**src/rtl/jtframe_ioctl_feed.sv**
```systemverilog
// Streams a ROM image byte by byte from a variable-latency source into the ioctl
// download port, pacing writes and holding the window until the SDRAM path is idle.
module jtframe_ioctl_feed #(
   parameter int AW   = 26,
   parameter int GAP  = 8,
   parameter int TAIL = 16
)(
   input  logic          clk,
   input  logic          rst,
   input  logic          start,
   input  logic [AW-1:0] rom_len,
   output logic [AW-1:0] rom_addr,
   output logic          rom_cs,
   input  logic          rom_ok,
   input  logic [7:0]    rom_data,
   output logic          downloading,
   output logic [AW-1:0] ioctl_addr,
   output logic [7:0]    ioctl_dout,
   output logic          ioctl_wr,
   input  logic          dwnld_busy,
   output logic          done,
   output logic [AW-1:0] sent
);

   localparam int CMAX = (GAP > TAIL) ? GAP : TAIL;
   localparam int CW   = (CMAX < 2) ? 1 : $clog2(CMAX);
   localparam logic [CW-1:0] GAP_LAST  = CW'(GAP - 1);
   localparam logic [CW-1:0] TAIL_LAST = CW'(TAIL - 1);

   typedef enum logic [2:0] {
      ST_IDLE, ST_FETCH, ST_WRITE, ST_GAP, ST_TAIL, ST_DRAIN, ST_DONE
   } state_t;

   state_t        st, st_nx;
   logic [AW-1:0] len;
   logic [CW-1:0] cnt;
   logic          got;        // byte captured; FETCH spends one more cycle before WRITE
   logic          drain_arm;  // game has seen downloading low for a full cycle

   always_ff @(posedge clk or posedge rst) begin
      if (rst) st <= ST_IDLE;
      else     st <= st_nx;
   end

   always_comb begin
      st_nx = st;
      case (st)
         ST_IDLE, ST_DONE:
            if (start) st_nx = (rom_len == '0) ? ST_DONE : ST_FETCH;
         ST_FETCH:
            if (got) st_nx = ST_WRITE;
         ST_WRITE:
            st_nx = ST_GAP;
         ST_GAP:
            if (cnt == GAP_LAST) st_nx = (sent < len) ? ST_FETCH : ST_TAIL;
         ST_TAIL:
            if (cnt == TAIL_LAST) st_nx = ST_DRAIN;
         ST_DRAIN:
            if (drain_arm && !dwnld_busy) st_nx = ST_DONE;
         default:
            st_nx = ST_IDLE;
      endcase
   end

   // Outputs decode the state register only, so no input reaches an output
   // combinationally and reset clears every strobe immediately.
   always_comb begin
      rom_cs      = (st == ST_FETCH) && !got;
      ioctl_wr    = (st == ST_WRITE);
      downloading = (st == ST_FETCH) || (st == ST_WRITE) ||
                    (st == ST_GAP)   || (st == ST_TAIL);
      done        = (st == ST_DONE);
   end

   always_ff @(posedge clk or posedge rst) begin
      if (rst) begin
         len        <= '0;
         sent       <= '0;
         rom_addr   <= '0;
         ioctl_addr <= '0;
         ioctl_dout <= '0;
         cnt        <= '0;
         got        <= 1'b0;
         drain_arm  <= 1'b0;
      end else begin
         case (st)
            ST_IDLE, ST_DONE:
               if (start) begin
                  len       <= rom_len;
                  sent      <= '0;
                  rom_addr  <= '0;
                  cnt       <= '0;
                  got       <= 1'b0;
                  drain_arm <= 1'b0;
               end
            ST_FETCH:
               if (!got && rom_ok) begin
                  ioctl_dout <= rom_data;
                  ioctl_addr <= rom_addr;
                  got        <= 1'b1;
               end
            ST_WRITE: begin
               got      <= 1'b0;
               cnt      <= '0;
               sent     <= sent + 1'b1;
               rom_addr <= rom_addr + 1'b1;
            end
            ST_GAP:
               cnt <= (cnt == GAP_LAST) ? '0 : cnt + 1'b1;
            ST_TAIL: begin
               cnt       <= (cnt == TAIL_LAST) ? '0 : cnt + 1'b1;
               drain_arm <= 1'b0;
            end
            ST_DRAIN:
               drain_arm <= 1'b1;
            default: ;
         endcase
      end
   end

endmodule

```
**config.mk**
```make
export PLATFORM = sky130hd
export DESIGN_NAME = jtframe_ioctl_feed
export DESIGN_NICKNAME = d
export VERILOG_FILES = /design/src/rtl/jtframe_ioctl_feed.sv
export SDC_FILE = /design/constraint.sdc
export NUM_CORES = 1
export LEC_CHECK = 0
export ABC_CLOCK_PERIOD_IN_PS = 4900
export CAP_MARGIN = 20
export CORE_MARGIN = 4
export CORE_UTILIZATION = 45
export CTS_BUF_LIST = sky130_fd_sc_hd__clkbuf_2 sky130_fd_sc_hd__clkbuf_4 sky130_fd_sc_hd__clkbuf_8
export CTS_CLUSTER_DIAMETER = 120
export DETAILED_ROUTE_END_ITERATION = 8
export GPL_ROUTABILITY_DRIVEN = 0
export MAX_ROUTING_LAYER = met4
export PLACE_DENSITY = 0.8
export SETUP_SLACK_MARGIN = 0.5
export SYNTH_ARGS = -nofsm -noshare
export SYNTH_HDL_FRONTEND = slang
export SYNTH_SLANG_ARGS = --single-unit
```
**constraint.sdc**
```tcl
create_clock -name clk -period 4.9 [get_ports clk]
set_input_delay 0.98 -clock clk [delete_from_list [all_inputs] [get_ports clk]]
set_output_delay 0.98 -clock clk [all_outputs]
set_load 0.1 [all_outputs]
```
**Word-level counts from Yosys, hierarchy flattened**

Index checks and enable logic that the tools add are counted.

- Flip-flop bits (word level): 121
- ROM bits: 0
- Memories kept: 0
- Memory bits (writable): 0
- Latch bits: 0

- Divide/modulo/power cells: 0
- Mux-type cells: 19
- Equal/unequal tests: 14
- Shift-type cells: 0
- $add $sub $neg: 3
- Bitwise gates (word level): 0
- $lt $le $gt $ge: 1
- Multiply operators: 0
- Reduce and logical (&&, ||, !) cells: 22

Operator list:

| kind | count |
|---|---|
| $pmux 26 s2 | 2 |
| $add 26x1->26 const B | 2 |
| $logic_not 26->1 | 1 |
| $lt 26x26->1 | 1 |
| $mux 26 | 1 |
| $mux 3 | 7 |
| $pmux 3 s6 | 1 |
| $pmux 4 s4 | 1 |
| $mux 4 | 3 |
| $reduce_and 2->1 | 5 |
| $eq 3x3->1 const B | 3 |
| $ne 2x2->1 const B | 4 |
| $eq 3x2->1 const B | 2 |
| $pmux 1 s3 | 2 |
| $reduce_bool 3->1 | 2 |
| $reduce_and 5->1 | 1 |
| $add 4x1->4 const B | 1 |
| $eq 4x3->1 const B | 1 |
| $eq 4x4->1 const B | 1 |
| $ne 2x1->1 const B | 2 |
| $reduce_bool 4->1 | 1 |
| $eq 3x1->1 const B | 1 |
| $logic_and 1x1->1 | 3 |
| $logic_not 3->1 | 1 |
| 6 further kinds | 10 |

**Depth between registers and ports, before layout**

Gate-level depths: netlist (run 1).

- Depth after elaboration: 4
- Depth in mapped cells: 9
- Depth with buffers taken out: 8

**Worst setup path before layout (run 1)**

OpenSTA, ideal clock, no wires.

- Path kind: register to register
- Start: reg st[2]
- End: reg ioctl_addr[0]
- Path slack: 663 ps
- Setup time: 126 ps
- Arrival time: 4,111 ps
- Required time: 4,774 ps
- Path buffers: 2
- Stages on the path, launching flop included: 8
- Period minus slack after synthesis: 4,237 ps
- Cell sequence: dfrtp_1 -> buf_6 -> inv_1 -> nand2_1 -> nor3_1 -> nand2_1 -> buf_2 -> mux2_2

- Longest elaborated chain between the ends: 2

RTL lines:

| item | line | RTL |
|---|---|---|
| start, declared | 34 | `state_t st, st_nx;` |
| start signal, assigned | 42 | `else st <= st_nx;` |
| $eq 3x1->1 | 86 | `case (st)` |
| $reduce_and 2->1 (no source line) | - |  |
| end signal, assigned | 99 | `ioctl_addr <= rom_addr;` |
| end, declared | 17 | `output logic [AW-1:0] ioctl_addr,` |

No other way between the ends.
A chain may end at the register's enable or synchronous reset.

**Final worst setup path (run 1)**

- Start: reg st[1]
- End: out ioctl_wr

- Longest elaborated chain between the ends: 1

RTL lines:

| item | line | RTL |
|---|---|---|
| $eq 3x2->1 | 69 | `ioctl_wr = (st == ST_WRITE);` |
| end, declared | 19 | `output logic ioctl_wr,` |

No other way between the ends.

==> results by group, run 1 <==
GRT
  – Gr usage total: 0.2114
  – Initial antenna violation count: 0
  – Total congestion overflow: 0
  – Vias in the first global route: about 5000
  – Largest net degree at the start of global routing: 72
  – Global-route wire length before repair: 24670 um

Timing
  – Slew @ Worst Pin: 1.003 ns
  – Final setup fails: 0
  – Unrepaired setup endpoints after global routing: false
  – Max-slew headroom: 0.3289
  – Hold WS: 0.4871 ns
  – Final Worst Setup Slack: between 0.8 and 0.9 ns
  – Total negative slack: 0 ns
  – Max Clk Rate: 248.6 MHz
  – Final setup skew: 0.009705 ns
  – Min Tclk post-route: just over 4 ns
  – Final number of hold-violating endpoints: 0
  – Max-slew violations: 0
  – Crit share post-route: 0.8209

Floorplan
  – Initial Util: 0.4682
  – Die Area: between 0.015 and 0.02 mm2
  – Top Ports: 129
  – Chip height: 123.5 um
  – Chip width: 123.5 um
  – Core area: 0.01282 mm2
  – Standard-cell row count: a little over 40

Logic synthesis
  – Cells after synthesis: 596
  – Multiplexer area fraction after synthesis: 0.09148
  – Syn Std Cell Area: between 0.006 and 0.007 mm2
  – Sequential-to-total area share from yosys stat: 0.5043
  – Post-synthesis simple-gate area fraction: 0.1788
  – Largest family of logic cells by synthesized area: simple AND/OR/NAND/NOR gates
  – Netlist cell types: 58
  – FF+latch count, synth: 121
  – Synth Warn #: 0
  – Post-synthesis compound-gate area fraction: 0.1209
  – Syn nets: approximately 660
  – Synth top area share: 0.5043
  – Avg Inst Size Synth: 10.07 um2
  – Post-synth top flop: dfrtp_1
  – Post-synth EDFFs: 0
  – Xor/xnor share of the synthesized area: 0.008752
  – Ranking of synthesized cells by area: dfrtp_1, ha_1, mux2_2
  – Post-Synth Adder-Cell Area: 0.05835
  – Most area-hungry cell type in the Yosys netlist: dfrtp_1
  – FFs w/ async S/R, synth: 1.000

Clock tree
  – Cts bufs inserted: 17
  – Clock buffer depth: 2
  – CTS Root Buffer Type: clkbuf_8
  – CTS tree: yes
  – H-tree Lvls: 4
  – Clk sink count: 121
  – Later-pin clock latency in the skew report: approximately 0.44 ns
  – Clk slew on worst S/H paths: 0.07 ns
  – Hold buffers post-CTS: 0
  – Post-cts sizing count: 0
  – Number of setup buffers added after CTS: 0

Layout
  – Antenna fix cells: 0
  – Register area: 0.003028 mm2
  – Area of the multi-input gates: 0.002760 mm2
  – Fillers: between 1000 and 1500
  – Nets: slightly below 800
  – Post-Layout Cell Count: 911
  – Post-route cell area: 0.007868 mm2
  – Area grow syn2layout: 31.03%
  – Share of layout cells above drive strength 1: 0.1055

Detailed routing
  – DR WL/cell: approximately 16 um
  – DRC Markers: 0
  – Met1 WL: 6478 um
  – Via count: 4978
  – First-pass DRT Iterations: 5
  – Detail Route met3 WL: 479 um
  – Top layer in use: met4
  – Vias/cell: around 5.5
  – 1st-iter DRT viols: 333
  – Routed wl met2: 7662 um
  – Antenna viol nets, final: 0
  – Routed wire length: between 10000 and 15000 um

Placed design
  – IO Port Bufs: 128
  – Post-DP HPWL: 10750 um
  – Placed Cells: 879
  – Post-place instance area: between 0.007 and 0.008 mm2
  – Post-placement setup slack: 1.364 ns

Critical path
  – Crit Path Class: flip-flop to primary output
  – Signal arrival time at the worst endpoint: 3.04 ns
  – Critical path fanouts, max: 20
  – Startpoint Class: flip-flop
  – Critical Path RT: between 3 and 4 ns
  – CP endpoint kind: primary output

Worst hold path
  – Min-delay worst type: flip-flop to flip-flop

Flow run
  – # Max-Cap Violations: 0

Power
  – Lkg Pwr: 0.003522 uW
  – Pwr Density: 608.4 mW/mm2
  – VDD IR max: around 0.00042 V

Run status
  – Outcome: finished clean
state kept, by name (all words and copies together) (netlist names), 3 cells and up:
name,count
ioctl_dout,8
ioctl_addr,26
rom_addr,26
cnt,4
st,3
sent,26
len,26
cell usage after synthesis (8+ instances only):
cell type and count:
nor2_1 27, and3_1 8, mux2_2 31, nand2_1 85
a21oi_1 15, ha_1 28, dfrtp_1 121, o211ai_1 11
o21ai_0 64, inv_1 33, mux2i_1 20, nand4_1 15
nand3_1 36, o31ai_1 13, clkbuf_1 15
per-layer routing:
layer	vias to the layer above	track usage
li1	2398	-
met1	2453	0.2726
met2	107	0.3340
met3	20	0.03888
met4	0	0.08028
met5	-	-
kinds of logic (layout without fill, tap and decap cells):
group / after synthesis / after routing
AO/OA/AOI/OAI: 121 / 121
buffers and inverters: 56 / 199
adder cells (fa/ha/maj): 28 / 28
AND/OR/NAND/NOR: 213 / 213
XOR/XNOR: 6 / 6
flip-flops: 121 / 121
multiplexers: 51 / 51
through the flow:
step | total power, uW | utilization
after global placement | 3803 | 0.5812
after global routing | 5049 | 0.6135
final | 4786 | 0.6135
after floorplan | 3305 | -
after CTS | 4818 | 0.6135
after detailed placement | 3884 | 0.5812
cells in the final DEF (no fill, tap or decap), drive strengths merged, types with 2 or more instances in the layout:
cell,netlist,final
o31a,2,2
mux2i,20,20
dfrtp,121,121
and3,8,8
bufinv,0,2
nand3b,2,2
nor2b,2,2
or3,2,2
clkbuf,15,24
xnor2,2,2
and4,2,2
inv,33,33
a21oi,15,15
o31ai,13,13
mux2,31,31
nand2b,8,8
nand4,16,16
nor3,7,7
clkdlybuf4s50,0,128
o21ai,64,64
nor2,27,27
or4,2,2
xor2,4,4
buf,7,5
clkinv,1,7
ha,28,28
nand2,85,85
nor4,6,6
nand3,37,37
nor3b,3,3
nand4b,2,2
o211ai,11,11
power by group:
group / switching, uW / leakage (uW) / internal (uW) / total, uW
logic: 1720 / 0.00169 / 633 / 2350
registers: 236 / 0.00161 / 1280 / 1510
clock network: 385 / 0.000222 / 534 / 919
final cells by class:
class,count,area share
clock inverter,8,0.01145
tap,172,0.02735
sequential,121,0.3849
inverter,34,0.01670
clock buffer,24,0.04119
timing repair buffer,133,0.1676
multi-input combinational,419,0.3508
worst paths after layout:
check	cells after the start	to	slack, ns	from
setup / recovery	4	ioctl_wr	0.88	st[1]
hold reg to reg	2	ioctl_addr[21]	0.49	ioctl_addr[21]
max in group asynchronous	3	ioctl_addr[17]	2.92	rst
setup reg to reg	8	sent[20]	2.03	st[1]
min in group asynchronous	2	ioctl_dout[5]	1.09	rst
hold / removal	2	ioctl_addr[21]	0.49	ioctl_addr[21]
worst max-delay path, stage by stage, from the launching register on:
cell	delay (ns)
dfrtp_1	0.69
nor2b_4	0.30
nand2b_2	0.19
clkinv_2	0.24
clkdlybuf4s50_1	1.18
Note: power is estimated with default switching activity, not from simulation.
==> run 2, diff against run 1 <==
--- a/config.mk
+++ b/config.mk
@@ -5,7 +5,7 @@
 export SDC_FILE = /design/constraint.sdc
 export NUM_CORES = 1
 export LEC_CHECK = 0
-export ABC_CLOCK_PERIOD_IN_PS = 4900
+export ABC_CLOCK_PERIOD_IN_PS = 3600
 export CAP_MARGIN = 20
 export CORE_MARGIN = 4
 export CORE_UTILIZATION = 45
@@ -14,7 +14,7 @@
 export DETAILED_ROUTE_END_ITERATION = 8
 export GPL_ROUTABILITY_DRIVEN = 0
 export MAX_ROUTING_LAYER = met4
-export PLACE_DENSITY = 0.8
+export PLACE_DENSITY = 0.83
 export SETUP_SLACK_MARGIN = 0.5
 export SYNTH_ARGS = -nofsm -noshare
 export SYNTH_HDL_FRONTEND = slang
==> constraint.sdc (replaced) <==
create_clock -name clk -period 3.6 [get_ports clk]
set_input_delay 0.72 -clock clk [delete_from_list [all_inputs] [get_ports clk]]
set_output_delay 0.72 -clock clk [all_outputs]
set_load 0.1 [all_outputs]
==> results by group, run 2 (synthesis gave the netlist of run 1 again) <==
Critical path
  – Signal arrival time at the worst endpoint: approximately 2.1 ns
  – Startpoint Class: flip-flop
  – Crit Path Class: flip-flop to primary output
  – CP endpoint kind: primary output
  – Critical Path RT: roughly 2.9 ns
  – R2R Setup Slk: 0.87 ns
  – Crit-path max cell delay: between 1 and 1.5 ns
  – Worst r2r path cells: 8
  – CP Launch Point: rom_addr[17]
  – Reg-to-reg endpoint: sent[18]
  – Stages on the worst setup path: 1
  – Critical Path End: rom_addr[17]
  – Critical path fanouts, max: 8
  – Buf/Inv on CP: 1
  – Critical path cell sequence: clkdlybuf4s50_1
  – CP top delay family: buffers and inverters
  – Critical-path top delay cell: clkdlybuf4s50_1
  – FF-to-FF Start: st[2]

Detailed routing
  – Routed wire length: 15360 um
  – 1st-iter DRT viols: 300
  – Vias/cell: 5.570
  – Antenna viol nets, final: 0
  – DRC Markers: 0
  – DR WL/cell: 16.82 um
  – First-pass DRT Iterations: 5
  – Via count: 5085

GRT
  – Vias in the first global route: 4934
  – Global-route wire length before repair: 24760 um
  – Total congestion overflow: 0
  – Largest net degree at the start of global routing: 55
  – Initial antenna violation count: 0
  – Gr usage total: 0.2138

Placed design
  – Post-DP HPWL: between 10000 and 15000 um
  – IO Port Bufs: about 130
  – Post-placement setup slack: 0.7518 ns
  – Post-place instance area: around 0.0075 mm2
  – Placed Cells: 881

Power
  – Clk pwr share: 0.201
  – Lkg Pwr: 0.003569 uW
  – VDD IR max: 0.0004794 V
  – Sw Pwr: 3272 uW
  – Pwr Density: 838.9 mW/mm2
  – Cell Int Power: 3357 uW
  – Final Power: 6629 uW
  – Sw Share: 0.4936
  – Flop pwr share: 0.312
  – Comb pwr share: 0.487

Clock tree
  – CTS Root Buffer Type: clkbuf_8
  – Clk slew on worst S/H paths: 0.08 ns
  – Clk sink count: about 120
  – Number of setup buffers added after CTS: 0
  – H-tree Lvls: 4
  – CTS tree: yes
  – Cts bufs inserted: 17
  – Clock buffer depth: 2
  – Later-pin clock latency in the skew report: 0.45 ns
  – Post-cts sizing count: 0
  – Hold buffers post-CTS: 0

Layout
  – Area grow syn2layout: 31.61%
  – Nets: 795
  – Post-Layout Cell Count: 913
  – Most common cell after layout, fill and taps aside: dfrtp_1
  – Post-route cell area: 0.007903 mm2
  – Commonest non-fill, non-tap cells in the layout: dfrtp_1, clkdlybuf4s50_1, nand2_1
  – Share of layout cells above drive strength 1: 0.1444
  – Antenna fix cells: 0

Timing
  – Max-slew headroom: 0.3324
  – Final Worst Setup Slack: 0.7462 ns
  – Final number of hold-violating endpoints: 0
  – Max Clk Rate: approximately 350 MHz
  – Max-slew violations: 0
  – Total negative slack: 0 ns
  – Unrepaired setup endpoints after global routing: false
  – Min Tclk post-route: 2.854 ns
  – Slew @ Worst Pin: approximately 1 ns
  – Crit share post-route: 0.7927
  – Final setup skew: between 0.009 and 0.01 ns
  – Final setup fails: 0

Worst hold path
  – Worst hold start: ioctl_addr[24]
  – Min-delay worst type: flip-flop to flip-flop

Floorplan
  – Core area: 0.01282 mm2
  – Initial Util: 0.4682
  – Chip width: 123.5 um
  – Standard-cell row count: 41
  – Top Ports: 129
  – Chip height: 123.5 um
  – Die Area: roughly 0.015 mm2

Run status
  – Outcome: finished clean

Flow run
  – # Max-Cap Violations: 0
run 2: metrics by stage:
step                hold slack, ns    util
global placement            0.4610  0.5820
detailed placement          0.4740  0.5820
global route                0.5207  0.6162
floorplan                   0.4467       -
finish                      0.4862  0.6162
CTS                         0.4914  0.6160
run 2: how the worst min path moves through the flow:
stage | end | slack (ns) | cells past startpoint
after floorplan | len[0] | 0.45 | 2
after global placement | ioctl_addr[24] | 0.46 | 2
after detailed placement | ioctl_addr[24] | 0.47 | 2
after CTS | ioctl_addr[24] | 0.49 | 2
after global routing | ioctl_addr[8] | 0.52 | 1
final | ioctl_addr[24] | 0.49 | 2
run 2: power groups by stage:
stage	logic (uW)	clock network [uW]	registers, uW
6_report	3230	1340	2070
5_1_grt	3410	1420	2120
4_1_cts	3230	1350	2060
3_5_place_dp	3220	0	2080
3_3_place_gp	3140	0	2060
2_1_floorplan	1170	0	3360
run 2: final cells by class:
type | count | area, um2
inverters | 34 | 132.6
clock inverters | 15 | 202.7
clock buffers | 17 | 234.0
well taps | 172 | 215.2
flip-flops and latches | 121 | 3030
multi-input cells | 419 | 2784
fillers | 1057 | 4922
repair buffers | 135 | 1304
run 2: routing by layer:
layer | global-route usage | wire length [um] | up-vias
met1 | 0.2753 | 6629 | 2512
met5 | - | 0 | -
met2 | 0.3337 | 7764 | 151
met3 | 0.05398 | 731 | 19
met4 | 0.06851 | 233 | 0
li1 | - | - | 2403
run 2: worst register-to-register path: stages, from the launching register on:
cell and delay, ns:
dfrtp_1 0.60, nor2b_4 0.25, nand2b_2 0.18, clkinv_2 0.24, nand3_1 0.15, nor3_1 0.55
nand2_1 0.27, o211ai_1 0.25, o31ai_1 0.11
==> run 3, diff against run 2 <==
--- a/config.mk
+++ b/config.mk
@@ -5,7 +5,7 @@
 export SDC_FILE = /design/constraint.sdc
 export NUM_CORES = 1
 export LEC_CHECK = 0
-export ABC_CLOCK_PERIOD_IN_PS = 3600
+export ABC_CLOCK_PERIOD_IN_PS = 2890
 export CAP_MARGIN = 20
 export CORE_MARGIN = 4
 export CORE_UTILIZATION = 45
@@ -14,7 +14,7 @@
 export DETAILED_ROUTE_END_ITERATION = 8
 export GPL_ROUTABILITY_DRIVEN = 0
 export MAX_ROUTING_LAYER = met4
-export PLACE_DENSITY = 0.83
+export PLACE_DENSITY = 0.8
 export SETUP_SLACK_MARGIN = 0.5
 export SYNTH_ARGS = -nofsm -noshare
 export SYNTH_HDL_FRONTEND = slang
==> constraint.sdc (replaced) <==
create_clock -name clk -period 2.89 [get_ports clk]
set_input_delay 0.578 -clock clk [delete_from_list [all_inputs] [get_ports clk]]
set_output_delay 0.578 -clock clk [all_outputs]
set_load 0.1 [all_outputs]
==> results by group, run 3 (synthesis gave the netlist of run 1 again) <==
GRT
  – Initial antenna violation count: 0
  – Global-route wire length before repair: 24900 um
  – Vias in the first global route: 5121
  – Gr usage total: 0.2150
  – Largest net degree at the start of global routing: 122
  – Total congestion overflow: 0

Layout
  – Antenna fix cells: 0
  – Core Util, Final: 0.6112
  – Area grow syn2layout: 30.55%
  – Commonest non-fill, non-tap cells in the layout: dfrtp_1, buf_4, nand2_1
  – Fillers: 1087
  – Share of layout cells above drive strength 1: 0.2608
  – Nets: about 800
  – Most common cell after layout, fill and taps aside: dfrtp_1

Detailed routing
  – First-pass DRT Iterations: 5
  – Via count: roughly 5200
  – Vias/cell: 5.641
  – Routed wire length: between 10000 and 15000 um
  – 1st-iter DRT viols: 431
  – Antenna viol nets, final: 0
  – DRC Markers: 0
  – DR WL/cell: 16.34 um

Critical path
  – R2R Setup Slk: 0.71 ns
  – Startpoint Class: flip-flop
  – Critical-path top delay cell: dfrtp_2
  – Critical path cell sequence: buf_4 > nand2_1 > nor3_4 > buf_12
  – CP Launch Point: st[0]
  – Crit-path max cell delay: 0.49 ns
  – Signal arrival time at the worst endpoint: 1.74 ns
  – CP top delay family: flip-flops
  – CP endpoint kind: primary output
  – Critical path fanouts, max: 15
  – Critical Path RT: 2.31 ns
  – FF-to-FF Start: st[2]
  – Crit Path Class: flip-flop to primary output
  – Buf/Inv on CP: 2

Run status
  – Outcome: finished clean

Worst hold path
  – Worst hold start: ioctl_addr[10]
  – Min-delay worst type: flip-flop to flip-flop

Clock tree
  – H-tree Lvls: 4
  – Cts bufs inserted: 17
  – Clk slew on worst S/H paths: 0.07 ns
  – CTS tree: yes
  – CTS Root Buffer Type: clkbuf_8
  – Clk sink count: 121
  – Clock buffer depth: 2
  – Later-pin clock latency in the skew report: ~0.44 ns

Floorplan
  – Chip height: roughly 120 um
  – Top Ports: roughly 130
  – Die Area: 0.01526 mm2
  – Core area: roughly 0.013 mm2
  – Standard-cell row count: 41
  – Initial Util: 0.4682
  – Chip width: 123.5 um

Timing
  – Min Tclk post-route: 2.322 ns
  – Crit share post-route: 0.8035
  – Final Worst Setup Slack: 0.5680 ns
  – Max Clk Rate: 430.7 MHz
  – Final setup skew: 0.008743 ns
  – Unrepaired setup endpoints after global routing: true
  – Final number of hold-violating endpoints: 0
  – Max-slew violations: 0
  – Max-slew headroom: 0.5629
  – Slew @ Worst Pin: approximately 0.66 ns
  – Total negative slack: 0 ns
  – Final setup fails: 0

Flow run
  – # Max-Cap Violations: 0

Placed design
  – Post-DP HPWL: 10970 um
  – Post-placement setup slack: approximately 0.28 ns
  – IO Port Bufs: 128

Power
  – VDD IR max: 0.0006543 V
  – Lkg Pwr: 0.003751 uW
  – Pwr Density: between 1000 and 1500 mW/mm2
run 3: cell count changes in the layout (fill, tap and decap cells not counted), sizes merged:
cell	previous run	this run
clkinv	7	6
clkbuf	17	22
buf	29	101
clkdlybuf4s50	106	38
clkinvlp	6	1
run 3: layout make-up:
class | count | area (um2) | share of cell area
Clock buffer | 22 | 290.3 | 0.03703
Clock inverter | 9 | 145.1 | 0.01852
Inverter | 34 | 135.1 | 0.01724
Multi-Input combinational cell | 419 | 2810 | 0.3585
Sequential cell | 121 | 3047 | 0.3887
Tap cell | 172 | 215.2 | 0.02745
Timing Repair Buffer | 139 | 1196 | 0.1526
run 3: path summary, 6_finish.rpt:
| check | to | depth (start not counted) |
|---|---|---|
| max | rom_cs | 4 |
| min | ioctl_addr[10] | 2 |
| max reg2reg | rom_addr[24] | 6 |
| min reg2reg | ioctl_addr[10] | 2 |
| max in group asynchronous | st[0] | 3 |
| min in group asynchronous | ioctl_dout[7] | 3 |
run 3: what timing repair did:
| item | 4_1_cts | 5_1_grt |
|---|---|---|
| hold buffers | 0 | 0 |
| gates resized for setup | 3 | 4 |
| buffers inserted | 1 | 1 |
| setup endpoints to repair | 3 | 4 |
| pin swaps | 1 | 1 |
run 3: per-layer routing:
| layer | track usage | share of wire | wire length, um |
|---|---|---|---|
| met5 | - | 0 | 0 |
| met4 | 0.08720 | 0.023 | 344 |
| met3 | 0.04849 | 0.059 | 884 |
| met2 | 0.3320 | 0.50 | 7485 |
| met1 | 0.2760 | 0.42 | 6255 |
run 3: metrics by stage:
stage          std cells  area (um2)  hold slack [ns]  power (uW)
5_1_grt              916        7839           0.5236        8771
6_report             916        7839           0.4862        8335
4_1_cts              915        7821           0.4916        8372
3_5_place_dp         883        7370           0.4759        6690
2_1_floorplan        596        6095           0.4467        5675
3_3_place_gp         883        7370           0.4628        6530
run 3: worst reg2reg max path, cell delays in order, from the launching register on:
cell,delay [ns]
dfrtp_1,0.43
nand2b_1,0.26
or3_1,0.44
nor2_1,0.24
nand3_1,0.30
o211ai_1,0.28
o31ai_1,0.11
run 3: power by group:
part           internal [uW]  switching, uW
Combinational           1110           3050
Sequential              2180            349
Clock                   1020            636
Total                   4300           4040
